--- src/rtl/store_cache_controller.sv ---
`default_nettype none
// ============================================================================
// Module      : store_cache_controller
// Description : Store/invalidate sequencer between a core store port, a
//               cache array and a write buffer.
// Revision    : 1.0 - initial release
// ============================================================================
module store_cache_controller #(
    parameter int DATA_WIDTH = 32,
    parameter int ADDR_WIDTH = 32,
    parameter int INDEX_BITS = 8
) (
    input  logic                                              clk_i,
    input  logic                                              rst_i,
    input  logic                                              inv_req_i,
    input  logic [ADDR_WIDTH-1:0]                             inv_addr_i,
    output logic                                              inv_ack_o,
    input  logic                                              st_req_i,
    input  logic [ADDR_WIDTH-1:0]                             st_addr_i,
    input  logic [DATA_WIDTH-1:0]                             st_data_i,
    input  logic [1:0]                                        st_width_i,
    output logic                                              st_ack_o,
    output logic                                              st_err_o,
    input  logic                                              cache_hit_i,
    output logic                                              cache_read_o,
    output logic                                              cache_write_o,
    output logic [INDEX_BITS-1:0]                             cache_index_o,
    output logic [ADDR_WIDTH-INDEX_BITS-$clog2(DATA_WIDTH/8)-1:0] cache_tag_o,
    output logic [DATA_WIDTH/8-1:0]                           cache_byte_en_o,
    output logic [DATA_WIDTH-1:0]                             cache_data_o,
    output logic                                              cache_dirty_o,
    output logic                                              cache_valid_o,
    output logic [3:0]                                        cache_en_o,
    output logic                                              wb_valid_o,
    input  logic                                              wb_ready_i,
    output logic [ADDR_WIDTH-1:0]                             wb_addr_o,
    output logic [DATA_WIDTH-1:0]                             wb_data_o,
    output logic [DATA_WIDTH/8-1:0]                           wb_byte_en_o,
    output logic                                              idle_o
);

    localparam int BYTES    = DATA_WIDTH / 8;
    localparam int OFS      = $clog2(BYTES);
    localparam int TAG_BITS = ADDR_WIDTH - INDEX_BITS - OFS;
    localparam int IDX_LO   = OFS;
    localparam int IDX_HI   = INDEX_BITS + OFS - 1;
    localparam logic [3:0] BYTES_C = 4'(BYTES);

    typedef enum logic [2:0] {
        IDLE       = 3'd0,
        COMPARE    = 3'd1,
        WRITE      = 3'd2,
        BUFFER     = 3'd3,
        INVALIDATE = 3'd4
    } state_t;

    state_t                  state;
    state_t                  next_state;
    logic [ADDR_WIDTH-1:0]   lat_addr;
    logic [DATA_WIDTH-1:0]   lat_data;
    logic [1:0]              lat_width;
    logic                    lat_inv;

    logic [OFS-1:0]          req_sel;
    logic [3:0]              req_size;
    logic                    store_bad;
    logic [INDEX_BITS-1:0]   req_index;

    logic [OFS-1:0]          lat_sel;
    logic [3:0]              lat_size;
    logic [DATA_WIDTH-1:0]   shifted_data;
    logic [BYTES-1:0]        lane_en;
    logic [DATA_WIDTH-1:0]   lane_data;
    logic [ADDR_WIDTH-1:0]   line_addr;

    // Alignment check: a store must fit the port and be naturally aligned.
    always_comb begin
        req_sel   = st_addr_i[OFS-1:0];
        req_size  = 4'd1 << st_width_i;
        store_bad = (req_size > BYTES_C) ||
                    ((4'(req_sel) & (req_size - 4'd1)) != 4'd0);
        req_index = inv_req_i ? inv_addr_i[IDX_HI:IDX_LO] : st_addr_i[IDX_HI:IDX_LO];
    end

    always_comb begin
        lat_sel      = lat_addr[OFS-1:0];
        lat_size     = 4'd1 << lat_width;
        shifted_data = lat_data << {lat_sel, 3'b000};
        lane_en      = '0;
        lane_data    = '0;
        for (int b = 0; b < BYTES; b++) begin
            lane_en[b] = (b >= int'(lat_sel)) && (b < int'(lat_sel) + int'(lat_size));
            lane_data[8*b +: 8] = lane_en[b] ? shifted_data[8*b +: 8] : 8'h00;
        end
        line_addr = {lat_addr[ADDR_WIDTH-1:OFS], {OFS{1'b0}}};
    end

    always_comb begin
        next_state      = state;
        inv_ack_o       = 1'b0;
        st_ack_o        = 1'b0;
        st_err_o        = 1'b0;
        cache_read_o    = 1'b0;
        cache_write_o   = 1'b0;
        cache_index_o   = '0;
        cache_tag_o     = '0;
        cache_byte_en_o = '0;
        cache_data_o    = '0;
        cache_dirty_o   = 1'b0;
        cache_valid_o   = 1'b0;
        cache_en_o      = 4'b0000;
        wb_valid_o      = 1'b0;
        wb_addr_o       = '0;
        wb_data_o       = '0;
        wb_byte_en_o    = '0;

        if (rst_i) begin
            next_state = IDLE;
        end else begin
            case (state)
                IDLE: begin
                    if (inv_req_i || (st_req_i && !store_bad)) begin
                        cache_read_o  = 1'b1;
                        cache_index_o = req_index;
                        cache_en_o    = 4'b1111;
                        next_state    = COMPARE;
                    end else if (st_req_i) begin
                        st_ack_o = 1'b1;
                        st_err_o = 1'b1;
                    end
                end
                COMPARE: begin
                    cache_tag_o = lat_addr[ADDR_WIDTH-1:INDEX_BITS+OFS];
                    if (lat_inv) begin
                        if (cache_hit_i) begin
                            next_state = INVALIDATE;
                        end else begin
                            inv_ack_o  = 1'b1;
                            next_state = IDLE;
                        end
                    end else begin
                        next_state = cache_hit_i ? WRITE : BUFFER;
                    end
                end
                WRITE: begin
                    cache_write_o   = 1'b1;
                    cache_index_o   = lat_addr[IDX_HI:IDX_LO];
                    cache_en_o      = 4'b0101;
                    cache_dirty_o   = 1'b1;
                    cache_byte_en_o = lane_en;
                    cache_data_o    = lane_data;
                    st_ack_o        = 1'b1;
                    next_state      = IDLE;
                end
                BUFFER: begin
                    wb_valid_o   = 1'b1;
                    wb_addr_o    = line_addr;
                    wb_data_o    = lane_data;
                    wb_byte_en_o = lane_en;
                    if (wb_ready_i) begin
                        st_ack_o   = 1'b1;
                        next_state = IDLE;
                    end
                end
                INVALIDATE: begin
                    cache_write_o = 1'b1;
                    cache_index_o = lat_addr[IDX_HI:IDX_LO];
                    cache_en_o    = 4'b0010;
                    inv_ack_o     = 1'b1;
                    next_state    = IDLE;
                end
                default: next_state = IDLE;
            endcase
        end

        idle_o = (next_state == IDLE);
    end

    always_ff @(posedge clk_i) begin
        if (rst_i) begin
            state     <= IDLE;
            lat_addr  <= '0;
            lat_data  <= '0;
            lat_width <= 2'd0;
            lat_inv   <= 1'b0;
        end else begin
            state <= next_state;
            // Requests are captured only on the acceptance edge out of IDLE.
            if (state == IDLE && next_state == COMPARE) begin
                lat_inv   <= inv_req_i;
                lat_addr  <= inv_req_i ? inv_addr_i : st_addr_i;
                lat_data  <= st_data_i;
                lat_width <= st_width_i;
            end
        end
    end

endmodule
`default_nettype wire

--- config.mk ---
export PLATFORM = sky130hd
export DESIGN_NAME = store_cache_controller
export DESIGN_NICKNAME = d
export VERILOG_FILES = /design/src/rtl/store_cache_controller.sv
export SDC_FILE = /design/constraint.sdc
export NUM_CORES = 1
export LEC_CHECK = 0
export BUFFER_PORTS_ARGS = -buffer_cell sky130_fd_sc_hd__buf_4
export CAP_MARGIN = 0
export CORE_ASPECT_RATIO = 0.6
export CORE_MARGIN = 2
export CORE_UTILIZATION = 45
export DETAILED_ROUTE_END_ITERATION = 6
export HOLD_SLACK_MARGIN = 0.05
export PLACE_DENSITY = 0.91
export REMOVE_ABC_BUFFERS = 1
export SLEW_MARGIN = 20
export SYNTH_ARGS = -nofsm -noshare
export SYNTH_HDL_FRONTEND = slang
export SYNTH_SLANG_ARGS = --single-unit
--- constraint.sdc ---
create_clock -name clk_i -period 3.3 [get_ports clk_i]
set_input_delay 0.66 -clock clk_i [delete_from_list [all_inputs] [get_ports clk_i]]
set_output_delay 0.66 -clock clk_i [all_outputs]
set_load 0.05 [all_outputs]
==> flow_summary.yaml, run 1 <==
outcome:
  status: "finished, violations left"
  violations: "setup timing"
synthesis:
  synth_top_family_by_area: "compound AO/OA/AOI/OAI gates"
  synth_top_area_cell: "dfxtp_1"
  ys_seq_area_frac: 0.292
  synth_seq_cells: 70
  yosys-top-cells-area: "dfxtp_1 29%, mux2i_1 10%, and2_1 9.0%"
  netlist_instances: 584
  yosysWarnings: 0
  synth_xor_area_frac: 0.00182
  yosysMostFrequentCell: "a21oi_1"
  synth_cell_type_count: 44
  syn_area_um2: 4800
  synth_top_area_share: 0.292
  synthMuxAreaShare: 0.119
  synthArstFlopShare: 0
  avgSynthCellArea_um2: 8.22
  synth_ff_type: "dfxtp_1"
  synth_compound_area_frac: 0.278
  synthTopCellsByCount: "79 x a21oi_1, 70 x dfxtp_1, 69 x and2_1, 64 x nor2_1, 48 x mux2i_1"
  yosys.area_share.simple: 0.225
  synth_edf_count: 0
  synth_fa_ha_area_frac: 0.00938
setup_path:
  cp-start-kind: "flop"
  cp.required_ns: 2.64
  cpMostUsedCell: "nor2_1"
  path_class: "reg -> out"
  worstPathCellList: "nor2_1, ha_1, inv_1, fa_1, nor4b_2, a21oi_4, o211ai_4, nor2_1, buf_4"
  crit_path_top_delay_cell: "fa_1"
  cp_num_cells: 9
  worstPathArrival_ns: 2.65
  endpoint_kind: "output pin"
  cp_slowest_stage_delay_ns: 0.40
  cp_top_family: "simple AND/OR/NAND/NOR gates"
  reg2reg_depth: 4
  worst-path-buf-inv: 2
  cp_max_fo: 9
die:
  design.die.area_um2: 11500
  start_util: 0.458
  die_y_um: 84.0
  rows: 29
  num_io_pins: 251
  die_x_um: 137
  coreArea_um2: 10500
cells_and_area:
  fillCellCount: 892
  layout.area.seq_um2: 1400
  fin_nets: 909
  multi_input_area_um2: 3130
  antenna-diode-count: 0
  layout.cells.non_filler: 946
  syn_to_final_growth_pct: 46.6
  final_util: 0.671
  drive_gt1_frac: 0.439
  final_cell_area_um2: 7040
drt:
  route.detailed.drc: 0
  vias: 5095
  routedWlPerCell_um: 16.6
  ant_nets: 0
  vias_per_cell: 5.39
  drt-initial-drc-count: 302
  drt-pass1-iter-count: 5
  routed_wl_mm: 15.7
sta:
  hold_viol: 0
  skew_ns: 0.00811
  tightest_slew_ns: 0.976
  slew_viol_final: 0
  setup_ws_ns: -0.0130
  setup_viol: 2
  fmaxAchievable_ghz: 0.302
  period_share: 1.00
  period_needed_ns: 3.31
  slew_headroom: 0.350
  rsz0062_at_grt: "yes"
global_routing:
  grtUsageMet3: 0.0589
  grt_pass1_vias: 4679
  met2_usage: 0.401
  grt_start_max_net_pins: 81
  grt_pass1_wl_mm: 23.9
  grtUsageMet1: 0.369
  grt_util_all_layers: 0.258
  busiest_layer: "met2"
  antenna_found_initial: 0
  grt_overflow_total: 0
placement:
  place.gp.congestion: 0.866
  port_buffers: 247
  place_ws_ns: 0.163
  dp.cells: 930
  place_area_um2: 6670
  post-dp-hpwl_mm: 11.4
clock_network:
  cts_tree: "done"
  cts_buffer_depth: 2
  htree_levels: 3
  clk_latency_ns: 0.33
  clkSinkCount: 70
  cts_buffers: 9
  clkTransAtPathRegs_ns: 0.06
  root_buffer: "clkbuf_16"
  cts_hold_buffers: 0
hold_path:
  hp-class: "reg -> reg"
  worstHoldPathCells: 2
power:
  max-vdd-ir-drop_uv: 282
  power_density_nw_per_um2: 432
  p_leak_nw: 3.24
run:
  cap_viol_max_count: 0
-- worst reg2reg max path, delay by kind of cell, from the launching register on --
kind,cells,cell delay (ns)
compound gates,1,0.19
buf+inv,1,0.28
flops,1,0.46
simple gates,2,1.02
-- timing repair --
item | in CTS | in global routing
resized for setup | 1 | 8
setup buffers | 0 | 0
pin swaps | 0 | 2
endpoints found under the setup margin | 54 | 54
-- where the power goes --
| part | total, mW | switching [mW] | internal, mW |
|---|---|---|---|
| Clock | 0.987 | 0.378 | 0.609 |
| Combinational | 1.02 | 0.629 | 0.390 |
| Sequential | 1.04 | 0.0852 | 0.953 |
-- per-stage QoR --
stage                     power (mW)  hold slack (ns)  TNS (ns)
after floorplan                 1.69            0.459   -130.47
after CTS                       3.03            0.502     -1.07
after global placement          2.02            0.476         0
after global routing            3.19            0.528     -4.53
after detailed placement        2.04            0.493         0
final                           3.04            0.504   -0.0136
-- registers in the layout, indices dropped and copies added (netlist names) --
| register | cells |
|---|---|
| lat_width | 2 |
| lat_addr | 32 |
| state | 3 |
| lat_inv | 1 |
| lat_data | 32 |
-- layout make-up --
class	instances	area share
clock buffers	10	0.0339
repair buffers	261	0.278
multi-input cells	443	0.445
clock inverters	6	0.00995
flip-flops and latches	70	0.199
well taps	139	0.0247
inverters	17	0.00907
-- layout by cell type (no fill, tap or decap), types with 2 or more instances in the layout --
| cell type | count |
|---|---|
| ha_1 | 2 |
| inv_1 | 16 |
| a21bo_2 | 22 |
| nand2b_1 | 4 |
| clkbuf_16 | 9 |
| nor2_1 | 63 |
| nand2_1 | 14 |
| dfxtp_1 | 70 |
| o21ai_0 | 10 |
| a21oi_1 | 78 |
| nand2_2 | 2 |
| clkinvlp_4 | 3 |
| a211oi_2 | 29 |
| nor3_2 | 3 |
| mux2i_1 | 48 |
| nor2b_1 | 4 |
| o21ai_1 | 2 |
| nor3_1 | 2 |
| and2_1 | 68 |
| buf_4 | 261 |
| conb_1 | 3 |
| a21bo_1 | 12 |
| o211ai_4 | 4 |
| a211oi_1 | 3 |
| mux2_2 | 8 |
| nor4_1 | 2 |
| nand3b_1 | 2 |
| a22oi_1 | 7 |
| nand3_1 | 34 |
-- path summary, 6_finish.rpt --
check,startpoint,to,slack (ns)
worst min-delay path,lat_inv$_SDFFE_PP0P_,lat_inv$_SDFFE_PP0P_,0.50
worst max register to register,state[1]$_SDFF_PP0_,lat_addr[1]$_SDFFE_PP0P_,1.17
worst max-delay path,lat_width[0]$_SDFFE_PP0P_,cache_data_o[18],-0.01
worst min register to register,lat_inv$_SDFFE_PP0P_,lat_inv$_SDFFE_PP0P_,0.50
-- metal layers --
layer / vias up / wire length (um)
met5: - / 0
met2: 180 / 7110
met1: 2422 / 7290
li1: 2481 / -
met4: 0 / 151
met3: 12 / 1120
-- logic make-up after synthesis --
| logic type | after synthesis |
|---|---|
| AO/OA/AOI/OAI | 173 |
| XOR/XNOR | 1 |
| adder cells (fa/ha/maj) | 3 |
| buffers and inverters | 73 |
| flip-flops | 70 |
| multiplexers | 56 |
| other | 1 |
| AND/OR/NAND/NOR | 207 |
(Power assumes the default switching activity.)
==> run 2: changes to the inputs <==
--- a/config.mk
+++ b/config.mk
@@ -10,6 +10,7 @@
 export CORE_ASPECT_RATIO = 0.6
 export CORE_MARGIN = 2
 export CORE_UTILIZATION = 45
+export CTS_BUF_LIST = sky130_fd_sc_hd__clkbuf_2
 export DETAILED_ROUTE_END_ITERATION = 6
 export HOLD_SLACK_MARGIN = 0.05
 export PLACE_DENSITY = 0.91
==> run 2 against run 1 <==
- the run still ends with setup timing left
- critical path depth grew 1
- via count rose by 7.1%
- cell area rose by 4.5%
- core utilization grew 3.0 points
- largest cell class unchanged
- sequential share of layout area fell by 0.73 points
- flip-flop and latch count is the same
- first-iteration DRC count is 14% higher
- final cell count increased by 1.2%
- routed wire length grew 12%
- non-clock buffer count is 7 higher
- highest routed layer unchanged
- sequential power about the same
- worst hold slack worse by 0.17 ns
==> flow_summary.yaml, run 2 (synthesis results as in run 1) <==
setup_path:
  rrSetupSlack_ns: 1.11
  worstPathArrival_ns: 2.86
  endpoint_kind: "output pin"
  path_class: "reg -> out"
  endpoint: "cache_data_o[20]"
  timing.rr.start: "state[2]$_SDFF_PP0_"
  reg2reg_depth: 4
  startpoint: "lat_width[0]$_SDFFE_PP0P_"
  r2r_end: "lat_addr[0]$_SDFFE_PP0P_"
  cp.required_ns: 2.64
  cp_max_fo: 10
  cp-start-kind: "flop"
outcome:
  violations: "setup timing"
  status: "finished, violations left"
power:
  netSwitchingPower_mw: 1.14
  pwr-share-comb: 0.418
  p_clk_frac: 0.193
  p_sw_frac: 0.423
  max-vdd-ir-drop_uv: 239
  power_density_nw_per_um2: 365
  p_leak_nw: 3.26
  seqPwrFrac: 0.388
  p_int_mw: 1.55
placement:
  place.gp.congestion: 0.866
  post-dp-hpwl_mm: 11.4
  dp.cells: 930
  port_buffers: 247
clock_network:
  htree_levels: 3
  cts_buffer_depth: 2
  root_buffer: "clkbuf_2"
  cts_tree: "done"
  clkTransAtPathRegs_ns: 0.23
  cts_buffers: 9
  clk_latency_ns: 0.54
  cts_hold_buffers: 0
  clkSinkCount: 70
drt:
  drt-pass1-iter-count: 6
  route.detailed.drc: 0
  vias_per_cell: 5.70
  routed_wl_mm: 17.5
  routedWlPerCell_um: 18.3
  ant_nets: 0
  drt-initial-drc-count: 344
  vias: 5459
die:
  rows: 29
  die_y_um: 84.0
  num_io_pins: 251
  coreArea_um2: 10500
  design.die.area_um2: 11500
  start_util: 0.458
  die_x_um: 137
sta:
  period_share: 1.07
  skew_ns: 0.0300
  fmaxAchievable_ghz: 0.284
  setup_viol: 53
  hold_viol: 0
  rsz0062_at_grt: "yes"
  fin_tns_setup_ns: -6.65
  period_needed_ns: 3.52
  setup_ws_ns: -0.217
  slew_headroom: 0.341
  slew_viol_final: 0
  tightest_slew_ns: 0.989
global_routing:
  grt_start_max_net_pins: 81
  grt_pass1_vias: 4973
  grtUsageMet3: 0.0795
  grt_util_all_layers: 0.284
  grtUsageMet1: 0.389
  grt_overflow_total: 0
  busiest_layer: "met2"
  met2_usage: 0.434
  grt_pass1_wl_mm: 25.9
  antenna_found_initial: 0
run:
  cap_viol_max_count: 0
cells_and_area:
  layout_commonest_cell: "buf_4"
  drive_gt1_frac: 0.509
  final_cell_mix: "221 x buf_4, 78 x a21oi_1, 68 x and2_1, 67 x dfxtp_1, 48 x mux2i_1"
  layout.cells.non_filler: 957
  syn_to_final_growth_pct: 53.2
  reg_top3: "lat_addr (32), lat_data (32), state (3)"
  fin_nets: 920
  antenna-diode-count: 0
hold_path:
  hp-class: "in -> reg"
run 2: cell count changes in the layout (fill, tap and decap cells not counted), moves of 4 or more:
cell	delta
clkbuf_2	+9
nor2_2	+37
nor2_1	-40
buf_4	-40
inv_1	-4
buf_6	+44
clkbuf_16	-9
run 2: timing repair:
action / CTS / global route
pin swaps: 5 / 7
cloned: 4 / 0
buffers inserted: 3 / 4
gates resized for setup: 60 / 57
endpoints found under the setup margin: 54 / 92
run 2: cell type report:
class	count	area, um^2
Multi-Input combinational cell	447	3370
Clock buffer	9	45.0
Sequential cell	70	1410
Inverter	17	67.6
Tap cell	139	174
Clock inverter	7	73.8
Fill cell	819	3130
Timing Repair Buffer	268	2210
run 2: stage by stage:
step | total power [mW] | hold slack (ns) | utilization | setup WS, ns | area (um^2)
finish | 2.69 | 0.334 | 0.701 | -0.217 | 7350
global route | 2.82 | 0.283 | 0.701 | -0.303 | 7350
CTS | 2.62 | 0.292 | 0.678 | -0.126 | 7110
detailed placement | 2.04 | 0.493 | 0.636 | 0.163 | 6670
global placement | 2.02 | 0.476 | 0.636 | 0.270 | 6670
floorplan | 1.69 | 0.459 | - | -1.79 | 4510
run 2: worst max-delay path: stages, from the launching register on:
cell and delay, ns:
dfxtp_4 0.41, nor2_4 0.12, ha_4 0.16, inv_2 0.04, fa_2 0.36, nor4b_4 0.32
a21oi_4 0.12, buf_12 0.17, o211ai_4 0.30, nor2_1 0.13, buf_6 0.17
run 2: power groups by stage:
stage / logic (mW) / registers [mW] / clock network, mW
3_3_place_gp: 0.967 / 1.05 / 0
5_1_grt: 1.20 / 1.06 / 0.562
3_5_place_dp: 0.986 / 1.05 / 0
6_report: 1.12 / 1.04 / 0.519
4_1_cts: 1.06 / 1.04 / 0.527
2_1_floorplan: 0.638 / 1.05 / 0
run 2: how the worst min path moves through the flow:
stage	cells after the start	to	from	slack, ns
finish	3	lat_data[14]$_SDFFE_PP0P_	st_data_i[14]	0.33
global route	2	state[1]$_SDFF_PP0_	wb_ready_i	0.28
CTS	2	state[1]$_SDFF_PP0_	wb_ready_i	0.29
detailed placement	2	lat_inv$_SDFFE_PP0P_	lat_inv$_SDFFE_PP0P_	0.49
global placement	2	lat_inv$_SDFFE_PP0P_	lat_inv$_SDFFE_PP0P_	0.48
floorplan	2	lat_inv$_SDFFE_PP0P_	lat_inv$_SDFFE_PP0P_	0.46
run 2: metal layers:
metal	wire (um)	vias to the layer above
li1	-	2515
met1	7460	2596
met2	7960	298
met3	1580	50
met4	494	0
met5	0	-
==> run 3: changes to the inputs <==
--- a/config.mk
+++ b/config.mk
@@ -9,11 +9,12 @@
 export CAP_MARGIN = 0
 export CORE_ASPECT_RATIO = 0.6
 export CORE_MARGIN = 2
-export CORE_UTILIZATION = 45
+export CORE_UTILIZATION = 40
 export CTS_BUF_LIST = sky130_fd_sc_hd__clkbuf_2
 export DETAILED_ROUTE_END_ITERATION = 6
+export GPL_ROUTABILITY_DRIVEN = 0
 export HOLD_SLACK_MARGIN = 0.05
-export PLACE_DENSITY = 0.91
+export PLACE_DENSITY = 0.83
 export REMOVE_ABC_BUFFERS = 1
 export SLEW_MARGIN = 20
 export SYNTH_ARGS = -nofsm -noshare
==> run 3 against run 2 <==
- the run still ends with setup timing left
- register-to-register slack better by 0.21 ns
- routed wire length rose by 16%
- sequential share of layout area shrank 1.1 points
- die area is 12% higher
- non-clock buffer count grew 9
- worst setup slack got worse by 0.16 ns
- combinational power increased by 7%
- first-iteration DRC count rose by 37%
- core utilization shrank 2.5 points
- cell area increased by 5.7%
- clock power rose by 17%
- maximum frequency down 4.3%
- largest cell class unchanged
- largest power group unchanged
==> flow_summary.yaml, run 3 (synthesis results as in run 1) <==
global_routing:
  antenna_found_initial: 0
  grt_pass1_wl_mm: 28.3
  grtUsageMet3: 0.0892
  grt_pass1_vias: 5117
  busiest_layer: "met2"
  grt_start_max_net_pins: 82
  grt_overflow_total: 0
  grt_util_all_layers: 0.279
  grtUsageMet1: 0.361
  met2_usage: 0.444
sta:
  fmaxAchievable_ghz: 0.272
  rsz0062_at_grt: "yes"
  setup_viol: 54
  skew_ns: 0.0428
  slew_headroom: 0.434
  period_share: 1.11
  slew_viol_final: 0
  tightest_slew_ns: 0.848
  setup_ws_ns: -0.375
  hold_viol: 0
  period_needed_ns: 3.68
placement:
  place_area_um2: 6720
  dp.cells: 952
  place_ws_ns: 0.201
  post-dp-hpwl_mm: 12.0
  port_buffers: 247
power:
  power_density_nw_per_um2: 368
  max-vdd-ir-drop_uv: 203
  p_leak_nw: 3.36
setup_path:
  cp-start-kind: "flop"
  path_class: "reg -> out"
  worstPathArrival_ns: 3.02
  endpoint_kind: "output pin"
  cp_max_fo: 5
  cp.required_ns: 2.64
clock_network:
  root_buffer: "clkbuf_2"
  cts_buffers: 9
  cts_buffer_depth: 2
  cts_hold_buffers: 0
  clk_latency_ns: 0.58
  clkTransAtPathRegs_ns: 0.25
  htree_levels: 3
  cts_tree: "done"
  clkSinkCount: 70
cells_and_area:
  reg_top3: "lat_addr (32), lat_data (32), state (3)"
  layout_commonest_cell: "buf_4"
  final_cell_area_um2: 7770
  syn_to_final_growth_pct: 61.9
  drive_gt1_frac: 0.519
  antenna-diode-count: 0
  layout.cells.non_filler: 988
  final_cell_mix: "217 x buf_4, 78 x a21oi_1, 68 x and2_1, 67 x dfxtp_1, 48 x mux2i_1"
  fin_nets: 930
drt:
  drt-pass1-iter-count: 5
  vias: 5642
  routed_wl_mm: 20.3
  drt-initial-drc-count: 471
  vias_per_cell: 5.71
  route.detailed.drc: 0
  routedWlPerCell_um: 20.5
  ant_nets: 0
hold_path:
  hp-class: "in -> reg"
die:
  coreArea_um2: 11500
  design.die.area_um2: 12900
  die_y_um: 88.9
  start_util: 0.418
  die_x_um: 145
  num_io_pins: 251
  rows: 30
outcome:
  status: "finished, violations left"
  violations: "setup timing"
run:
  cap_viol_max_count: 0
-- run 3: cell types whose count changed in the layout (fill, tap and decap cells not counted), moves of 2 or more --
cell / previous run / this run
nor2_4: 3 / 27
nor2_2: 38 / 16
buf_8: 0 / 21
buf_6: 44 / 34
buf_4: 221 / 217
inv_4: 0 / 3
nand2_8: 1 / 4
buf_12: 3 / 5
clkinvlp_4: 4 / 2
inv_1: 12 / 10
nor2_1: 23 / 21
-- run 3: through the flow --
step	hold slack, ns	util	power (mW)	setup TNS [ns]
global route	0.263	0.677	2.98	-17.84
CTS	0.290	0.644	2.73	-3.88
detailed placement	0.485	0.585	2.05	0
finish	0.302	0.677	2.86	-14.37
global placement	0.477	0.585	2.03	0
floorplan	0.459	-	1.69	-130.47
-- run 3: cell type report --
type                    count  area (um^2)
clock buffers               9         45.0
clock inverters             7         97.6
fillers                   935         3710
inverters                  17         71.3
multi-input cells         448         3520
flip-flops and latches     70         1410
well taps                 160          200
repair buffers            277         2430
-- run 3: worst max-delay path, cell delays in order, from the launching register on --
cell and delay [ns]:
dfxtp_4 0.43, nor2_4 0.14, ha_4 0.15, inv_2 0.04, fa_2 0.39, nor4b_4 0.34, a21oi_4 0.14, buf_4 0.19
o211ai_4 0.21, buf_12 0.16, nor2_2 0.06, buf_6 0.18
-- run 3: layer usage --
layer,wire length [um],vias up
met4,717,0
li1,-,2522
met2,9270,367
met3,2030,86
met5,0,-
met1,8260,2667
-- run 3: path summary, 6_finish.rpt --
kind,cells after the start,slack (ns),from,end
max reg2reg,4,1.32,state[2]$_SDFF_PP0_,lat_width[0]$_SDFFE_PP0P_
max,11,-0.38,lat_width[0]$_SDFFE_PP0P_,wb_data_o[8]
min reg2reg,2,0.55,lat_addr[3]$_SDFFE_PP0P_,lat_addr[3]$_SDFFE_PP0P_
min,3,0.30,st_data_i[9],lat_data[9]$_SDFFE_PP0P_
-- run 3: where the power goes --
group	switching [mW]	total (mW)	internal (mW)
sequential	0.0961	1.05	0.954
combinational	0.754	1.20	0.446
clock	0.354	0.606	0.252
-- run 3: what timing repair did --
item,in CTS,in global routing
gates cloned,3,3
setup buffers,6,10
setup endpoints to repair,54,84
resized for setup,114,68
pin swaps,15,24
